File: config.mk
export PLATFORM = sky130hd
export DESIGN_NAME = div_repsub_flat
export DESIGN_NICKNAME = d
export VERILOG_FILES = /design/src/rtl/div_repsub_pkg.sv /design/src/rtl/div_repsub_if.sv /design/src/rtl/div_repsub_datapath.sv /design/src/rtl/div_repsub.sv /design/src/flat_wrapper.sv
export SDC_FILE = /design/constraint.sdc
export NUM_CORES = 1
export LEC_CHECK = 0
export CAP_MARGIN = 20
export CORE_MARGIN = 2
export CORE_UTILIZATION = 30
export CTS_BUF_LIST = sky130_fd_sc_hd__clkbuf_16
export DETAILED_ROUTE_END_ITERATION = 7
export GPL_TIMING_DRIVEN = 1
export HOLD_SLACK_MARGIN = 0.15
export PLACE_DENSITY_LB_ADDON = 0.05
export SLEW_MARGIN = 20
export SYNTH_ARGS = -nofsm -noshare
export SYNTH_HDL_FRONTEND = slang
export SYNTH_HIERARCHICAL = 1
export SYNTH_SLANG_ARGS = --single-unit
export TNS_END_PERCENT = 50
File: constraint.sdc
create_clock -name clk -period 3.7 [get_ports clk]
set_clock_uncertainty 0.15 [all_clocks]
set_input_delay 0.555 -clock clk [delete_from_list [all_inputs] [get_ports clk]]
set_output_delay 0.555 -clock clk [all_outputs]
set_load 0.01 [all_outputs]
File: src/rtl/div_repsub_pkg.sv
// Shared types and constants for the repeated-subtraction divider.
// Optional divide-by-zero error flag: DIV_REPSUB_DIVZERO_ERR_EN.
package div_repsub_pkg;

  localparam int DIV_REPSUB_WIDTH = 32;

  localparam logic [DIV_REPSUB_WIDTH-1:0] QUOT_ALL_ONES = '1;

  typedef enum logic [2:0] {
    IDLE = 3'd0,
    LDA  = 3'd1,
    LDB  = 3'd2,
    SUB  = 3'd3,
    DONE = 3'd4
  } state_t;

endpackage

File: src/rtl/div_repsub_if.sv
// Operand/result bundle for div_repsub; err exists only when
// DIV_REPSUB_DIVZERO_ERR_EN is defined.
interface div_repsub_if #(
  parameter int WIDTH = 32
) ();

  logic             start;
  logic [WIDTH-1:0] data_in;
  logic [WIDTH-1:0] quotient;
  logic [WIDTH-1:0] remainder;
  logic             done;
  logic             busy;

`ifdef DIV_REPSUB_DIVZERO_ERR_EN
  logic             err;

  modport master (
    output start, data_in,
    input  quotient, remainder, done, busy, err
  );

  modport slave (
    input  start, data_in,
    output quotient, remainder, done, busy, err
  );
`else
  modport master (
    output start, data_in,
    input  quotient, remainder, done, busy
  );

  modport slave (
    input  start, data_in,
    output quotient, remainder, done, busy
  );
`endif

endinterface

File: src/rtl/div_repsub_datapath.sv
// Divider datapath: remainder/divisor registers, quotient counter, compare and subtract.
// DIV_REPSUB_DIVZERO_ERR_EN leaves the quotient at zero on divide-by-zero.
module div_repsub_datapath
  import div_repsub_pkg::*;
#(
  parameter int WIDTH = DIV_REPSUB_WIDTH
) (
  input  logic             clk,
  input  logic             rst,
  input  logic [WIDTH-1:0] data_in,
  input  logic             ld_r,
  input  logic             ld_b,
  input  logic             clr_q,
  input  logic             sub_en,
  output logic             ge,
  output logic             bz,
  output logic [WIDTH-1:0] quotient,
  output logic [WIDTH-1:0] remainder
);

  logic [WIDTH-1:0] rem_q;
  logic [WIDTH-1:0] div_q;
  logic [WIDTH-1:0] quot_q;

  assign ge        = (rem_q >= div_q);
  assign bz        = (div_q == '0);
  assign quotient  = quot_q;
  assign remainder = rem_q;

  // The subtract path is guarded by ge, so the remainder never wraps.
  always_ff @(posedge clk) begin
    if (rst) begin
      rem_q  <= '0;
      div_q  <= '0;
      quot_q <= '0;
    end else begin
      if (ld_r) begin
        rem_q <= data_in;
      end
      if (ld_b) begin
        div_q <= data_in;
      end
      if (clr_q) begin
        quot_q <= '0;
      end
      if (sub_en && !bz && ge) begin
        rem_q  <= rem_q - div_q;
        quot_q <= quot_q + 1'b1;
      end
`ifndef DIV_REPSUB_DIVZERO_ERR_EN
      if (sub_en && bz) begin
        quot_q <= {WIDTH{QUOT_ALL_ONES[0]}};
      end
`endif
    end
  end

endmodule

File: src/rtl/div_repsub.sv
// Repeated-subtraction unsigned divider: controller FSM around div_repsub_datapath.
// Define DIV_REPSUB_DIVZERO_ERR_EN to add the err output and zero quotient on x/0.
module div_repsub
  import div_repsub_pkg::*;
#(
  parameter int WIDTH = DIV_REPSUB_WIDTH
) (
  input  logic        clk,
  input  logic        rst,
  div_repsub_if.slave bus
);

  state_t state;
  state_t state_nxt;

  logic             ld_r;
  logic             ld_b;
  logic             clr_q;
  logic             sub_en;
  logic             ge;
  logic             bz;
  logic [WIDTH-1:0] quotient;
  logic [WIDTH-1:0] remainder;

  div_repsub_datapath #(
    .WIDTH (WIDTH)
  ) u_datapath (
    .clk       (clk),
    .rst       (rst),
    .data_in   (bus.data_in),
    .ld_r      (ld_r),
    .ld_b      (ld_b),
    .clr_q     (clr_q),
    .sub_en    (sub_en),
    .ge        (ge),
    .bz        (bz),
    .quotient  (quotient),
    .remainder (remainder)
  );

  always_ff @(posedge clk) begin
    if (rst) begin
      state <= IDLE;
    end else begin
      state <= state_nxt;
    end
  end

  // Operands arrive on consecutive cycles; SUB leaves as soon as the divisor no longer fits.
  always_comb begin
    state_nxt = state;
    ld_r      = 1'b0;
    ld_b      = 1'b0;
    clr_q     = 1'b0;
    sub_en    = 1'b0;
    case (state)
      IDLE: begin
        if (bus.start) begin
          state_nxt = LDA;
        end
      end
      LDA: begin
        ld_r      = 1'b1;
        state_nxt = LDB;
      end
      LDB: begin
        ld_b      = 1'b1;
        clr_q     = 1'b1;
        state_nxt = SUB;
      end
      SUB: begin
        sub_en = 1'b1;
        if (bz || !ge) begin
          state_nxt = DONE;
        end
      end
      DONE: begin
        state_nxt = bus.start ? LDA : IDLE;
      end
      default: begin
        state_nxt = IDLE;
      end
    endcase
  end

  assign bus.quotient  = quotient;
  assign bus.remainder = remainder;
  assign bus.done      = (state == DONE);
  assign bus.busy      = (state == LDA) || (state == LDB) || (state == SUB);

`ifdef DIV_REPSUB_DIVZERO_ERR_EN
  logic err_q;

  // err stays up through DONE/IDLE and clears when the next divisor is loaded.
  always_ff @(posedge clk) begin
    if (rst) begin
      err_q <= 1'b0;
    end else if (state == LDB) begin
      err_q <= 1'b0;
    end else if (state == SUB && bz) begin
      err_q <= 1'b1;
    end
  end

  assign bus.err = err_q;
`endif

endmodule

File: src/flat_wrapper.sv
// flat-port wrapper written by rule: the top's interface ports become plain ports
module div_repsub_flat import div_repsub_pkg::*;
#(
  parameter int WIDTH = DIV_REPSUB_WIDTH
)
  (clk, rst, bus_start, bus_data_in, bus_quotient, bus_remainder, bus_done, bus_busy);
  div_repsub_if #(.WIDTH(WIDTH)) bus_i ();
  input  logic clk;
  input  logic rst;
  input wire logic [$bits(bus_i.start)-1:0] bus_start;
  input wire logic [$bits(bus_i.data_in)-1:0] bus_data_in;
  output wire logic [$bits(bus_i.quotient)-1:0] bus_quotient;
  output wire logic [$bits(bus_i.remainder)-1:0] bus_remainder;
  output wire logic [$bits(bus_i.done)-1:0] bus_done;
  output wire logic [$bits(bus_i.busy)-1:0] bus_busy;
  assign bus_i.start = bus_start;
  assign bus_i.data_in = bus_data_in;
  assign bus_quotient = bus_i.quotient;
  assign bus_remainder = bus_i.remainder;
  assign bus_done = bus_i.done;
  assign bus_busy = bus_i.busy;
  div_repsub #(.WIDTH(WIDTH)) u_core (.clk(clk), .rst(rst), .bus(bus_i));
endmodule
* After elaboration in Yosys (flattened, before gate mapping)
Index checks and enable logic that the tools add are counted.
Cells by class: mux-type cells 12, reduce and logical (&&, ||, !) cells 13, $lt $le $gt $ge 1, add/subtract/negate cells 2, equal/unequal tests 6
Operators with widths (count):
- 32-bit 2-to-1 mux | 5
- 32-bit by 1-bit adder with 32-bit output, second input constant | 1
- 32-bit >= comparator | 1
- 32-bit logical NOT | 1
- 32-bit subtractor | 1
- 3-bit one-hot mux with 5 select lines | 1
- 3-bit by 2-bit == test with 1-bit output, second input constant | 2
- 3-bit 2-to-1 mux | 2
- 1-bit 2-to-1 mux | 4
- 3-bit by 1-bit == test with 1-bit output, second input constant | 1
- 3-bit == test, second input constant | 1
- 1-bit logical AND | 3
- 3-bit logical NOT | 1
- 1-bit logical OR | 3
- 3-bit nonzero test | 1
- 1-bit logical NOT | 2
- 2-bit by 1-bit inequality test with 1-bit output, second input constant | 1
- 2-bit inequality test, second input constant | 1
- 2-bit AND reduction | 1
- 2-bit nonzero test | 1
Storage, ports and cells: bits of input ports 35, word-level logic and storage cells 38, register bits after elaboration 99, output and inout port bits 66

* Depth between registers and ports, before layout
depth in word-level cells 6, depth in mapped cells 15, gate-level depth less buffers 13

* Hierarchy
Netlist, hierarchy kept.
Modules (own cells, without submodules):
- div_repsub_datapath | area an instance 6202.2 um^2, sequential area each 1921.8 um^2, cells an instance 757, instances 1
- div_repsub | area an instance 147.6 um^2, sequential area each 60.1 um^2, cells an instance 19, instances 1

* Worst setup path before layout
OpenSTA, ideal clock, no wires.
path kind register -> register, from reg u_core.u_datapath.rem_q[0] (netlist: u_core/u_datapath/remainder[0]), to reg u_core.u_datapath.quot_q[26] (netlist: u_core/u_datapath/quotient[26]), cell stages (with the launch flop) 16, arrival time 2.745 ns, data required time 3.409 ns, slack 0.663 ns, cell sequence dfxtp_1 -> inv_1 -> ha_1 -> inv_1 -> fa_1 -> a21o_1 -> a22o_1 -> o31ai_4 -> a21boi_4 -> o2111ai_2 -> a211o_1 -> buf_4 -> buf_4 -> nor2_1 -> o21ai_0 -> o211ai_1
Between the ends: longest elaborated chain between the ends 4, elaborated cells between the ends (all ways) 5, classes of those cells 1 x order compare; 2 x mux; 2 x reduce/logical
Ends and longest elaborated chain:
- start, declared | RTL line div_repsub_datapath.sv:21 | logic [WIDTH-1:0] rem_q;
- start signal, assigned | RTL line div_repsub_datapath.sv:38 | rem_q <= data_in;
- start signal, assigned | RTL line div_repsub_datapath.sv:47 | rem_q <= rem_q - div_q;
- 32-bit >= comparator * | RTL line div_repsub_datapath.sv:25 | assign ge = (rem_q >= div_q);
- 1-bit logical AND * | RTL line div_repsub_datapath.sv:46 | if (sub_en && !bz && ge) begin
- 32-bit 2-to-1 mux | RTL line div_repsub_datapath.sv:46
- 32-bit 2-to-1 mux | RTL line div_repsub_datapath.sv:51 | if (sub_en && bz) begin
- end signal, assigned | RTL line div_repsub_datapath.sv:48 | quot_q <= quot_q + 1'b1;
- end signal, assigned | RTL line div_repsub_datapath.sv:52 | quot_q <= {WIDTH{QUOT_ALL_ONES[0]}};
- end, declared | RTL line div_repsub_datapath.sv:23 | logic [WIDTH-1:0] quot_q;
Mark *: on every way between the ends. The rest lies on a longest branch, timed or not. A chain may end at the register's enable or synchronous reset.

* Worst setup path after layout
from reg u_core.u_datapath.div_q[0], to reg u_core.u_datapath.quot_q[12] (netlist: u_core/u_datapath/quotient[12])
Between the ends: longest elaborated chain between the ends 6, elaborated cells between the ends (all ways) 9, classes of those cells 1 x order compare; 2 x mux; 6 x reduce/logical
Ends and longest elaborated chain:
- start, declared | RTL line div_repsub_datapath.sv:22 | logic [WIDTH-1:0] div_q;
- start signal, assigned | RTL line div_repsub_datapath.sv:41 | div_q <= data_in;
- parallel branches: the longest is 6 deep, another holds 32-bit >= comparator
Parallel ways; which one is timed is not known.

==> impl_results.md <==
* Max Fclk at 0.293 GHz
* Synth cell types at 73
* Mapped Cells at 776
* Area grow syn2layout at 24.6%
* Number of synthesized flops with an enable pin at 0
* First-pass GRT wire length at 31.3 mm
* Critical path class: reg -> reg
* Crit start category: register
* TNS Setup at 0 ns
* RSZ-0062 raised after global routing: true
* Die height at 149 um
* Worst-path clk slew at 0.08 ns
* Final #Nets at 926
* DR iter-0 viols at 272
* Final RePlAce weighted congestion at 0.808
* Worst hold path type: reg -> reg
* Max Buffers Root-to-Sink at 2
* Drt first pass iters at 5
* Final setup violation count at 0
* Vias in the first global route at 5840
* Drt wl/cell at 17.2 um
* Bufs and invs on worst path at 1
* Max_slew headroom at 31.4%
* Slowest library cell on the worst path: fa_1
* Total grt overflow at 0
* Clk_lat worst skew at 0.36 ns
* Post-synth top area cell: dfxtp_1
* Total GRT Usage at 17.7%
* Post-CTS sizing at 0
* Top Family by Delay on Critical Path: compound AO/OA/AOI/OAI gates
* Routed wire length at 19.6 mm
* # IOs at 101
* Peak VDD IR at 0.308 mV
* CP Max Fanout at 9
* Share of Yosys cell area claimed by the top area cell type at 31.2%
* CTS buffer count at 9
* Leak at 2.91 nW
* H-tree depth at 3
* CTS tree: done
* Initial cell density of the core at 30.4%
* Dpl hpwl at 14.3 mm
* #FFs+latches synth at 99
* Initial antenna violation count at 0
* Post-synthesis sequential area ratio at 31.2%
* Tcrit/Tclk final at 92.3%
* Syn Nets at 845
* Final Util at 37.9%
* Crit path required time at 3.84 ns
* Fraction of layout cells with a size suffix above 1 at 6.16%
* Post-layout min period at 3.41 ns
* Crit-path cells: ha_1, inv_1, fa_1, a21o_1, a22o_1, o31ai_4, a21boi_4, o2111ai_2, nand2_1, nor2_4, o21ai_0, a31oi_1
* Residual DRC at 0
* Die area at 0.0223 mm2
* Status: complete, no violations
* Max-slew violation count at 0
* Ys async rst share at 0%
* Routed vias at 5990
* Worst setup EP type: register
* DRT antenna net count at 0
* Final hold vios at 0
* Core Area at 0.0209 mm2
* Post-CTS Setup Repair Bufs at 0
* CP arrival at 3.56 ns
* Row Count at 53
* Area contributors post-synth: dfxtp_1 (31%), mux2i_1 (9.3%), ha_1 (6.5%)
* Root Driver: clkbuf_16
* Ys Warns at 6
* Cell Area, Synth at 0.00635 mm2
* Worst-Margin Slew at 1.03 ns
* Max-cap violations at 0
* CP peak stage delay at 0.40 ns
* Post-CTS Hold Buffers at 0
* CTS Sinks at 99
* Avg Cell Area, Syn at 8.18 um2
* Detail-routed via count per cell at 5.27
* Die width at 149 um
* Largest net degree at the start of global routing at 40
* Port bufs at 100
* Dominant synthesized flop cell: dfxtp_1
* Power Density at 708 mW/mm2
* N_diodes at 0
logic make-up (layout without fill, tap and decap cells):
family / after synthesis / in the layout / synth area share [%]
compound gates: 212 / 212 / 23.3
xor+xnor: 27 / 27 / 3.72
fa+ha+maj: 34 / 34 / 6.82
buf+inv: 85 / 170 / 5.54
flops: 99 / 99 / 31.2
mux: 59 / 59 / 9.30
simple gates: 260 / 260 / 20.1
tightest hold or removal path, cell delays in order (launching register included):
cell and delay [ns]:
dfxtp_1 0.35, mux2i_1 0.08, nor2_1 0.07
cell type report:
type | count | area (um2)
Fill cell | 2174 | 13000
Multi-Input combinational cell | 592 | 4040
Sequential cell | 99 | 1980
Timing Repair Buffer | 111 | 1090
Tap cell | 275 | 344
Clock buffer | 9 | 225
Inverter | 44 | 165
Clock inverter | 6 | 65.1
layer usage:
metal  up-vias  track usage [%]  wire length (um)
li1       2979                -                 -
met1      2867             23.5              9370
met2       125             29.1              9110
met3        19             3.93               868
met4         0             4.43               240
met5         -                0                 0
final timing paths:
kind / start / to / slack [ns] / depth (start not counted)
setup / recovery: u_core/u_datapath/div_q[0] / u_core/u_datapath/quotient[12] / 0.29 / 12
hold / removal: u_core/u_datapath/div_q[14] / u_core/u_datapath/div_q[14] / 0.38 / 2
setup reg to reg: u_core/u_datapath/div_q[0] / u_core/u_datapath/quotient[12] / 0.29 / 12
hold reg to reg: u_core/u_datapath/div_q[14] / u_core/u_datapath/div_q[14] / 0.38 / 2
per-stage QoR:
step / instance area, um2 / cells / setup slack [ns] / hold WS [ns] / power, mW
after floorplan: 6350 / 776 / 0.663 / 0.333 / 3.74
after global placement: 7610 / 1121 / 0.238 / 0.352 / 4.65
after detailed placement: 7610 / 1121 / 0.106 / 0.368 / 4.63
after CTS: 7900 / 1136 / 0.0720 / 0.384 / 5.66
after global routing: 7910 / 1136 / -0.0221 / 0.401 / 6.06
final: 7910 / 1136 / 0.285 / 0.382 / 5.60
Yosys cell counts (9+ instances only):
cell type,n
o21ai_0,40
o211ai_1,9
ha_1,33
nor4_1,10
nor2_1,96
a31oi_1,16
a211oi_1,39
inv_1,44
xnor2_1,17
buf_2,14
dfxtp_1,99
nand2_1,49
xor2_1,10
nor2b_1,14
a21oi_1,39
clkbuf_1,20
nand3_1,24
a21o_1,19
mux2i_1,59
nand4_1,9
state kept, by name (all words and copies together), names as in the netlist:
| signal | flops |
|---|---|
| u_core/u_datapath/remainder | 32 |
| u_core/u_datapath/div_q | 32 |
| u_core/state | 3 |
| u_core/u_datapath/quotient | 32 |
layout by cell type, fill, tap and decap left out, drive strengths merged, types with 5 or more instances in the layout:
| master | instances |
|---|---|
| and2 | 9 |
| nor3 | 9 |
| clkbuf | 9 |
| dfxtp | 99 |
| nor2 | 100 |
| and3 | 7 |
| nand2b | 6 |
| ha | 33 |
| xor2 | 10 |
| clkdlybuf4s50 | 99 |
| nand4 | 9 |
| nand2 | 49 |
| nor2b | 14 |
| xnor2 | 17 |
| inv | 46 |
| nor4 | 10 |
| o311ai | 7 |
| o21ai | 41 |
| nand3b | 5 |
| o211ai | 9 |
| or3 | 8 |
| nand3 | 25 |
| a21oi | 40 |
| a31oi | 16 |
| a211oi | 39 |
| a21o | 19 |
| mux2i | 59 |
| buf | 12 |
| o21a | 6 |
power by group:
| part | switching, mW | leakage [nW] | internal (mW) |
|---|---|---|---|
| Clock | 0.460 | 0.144 | 0.525 |
| Combinational | 1.79 | 1.97 | 1.47 |
| Sequential | 0.146 | 0.804 | 1.21 |
No activity file was read; power rests on OpenSTA's default activity.
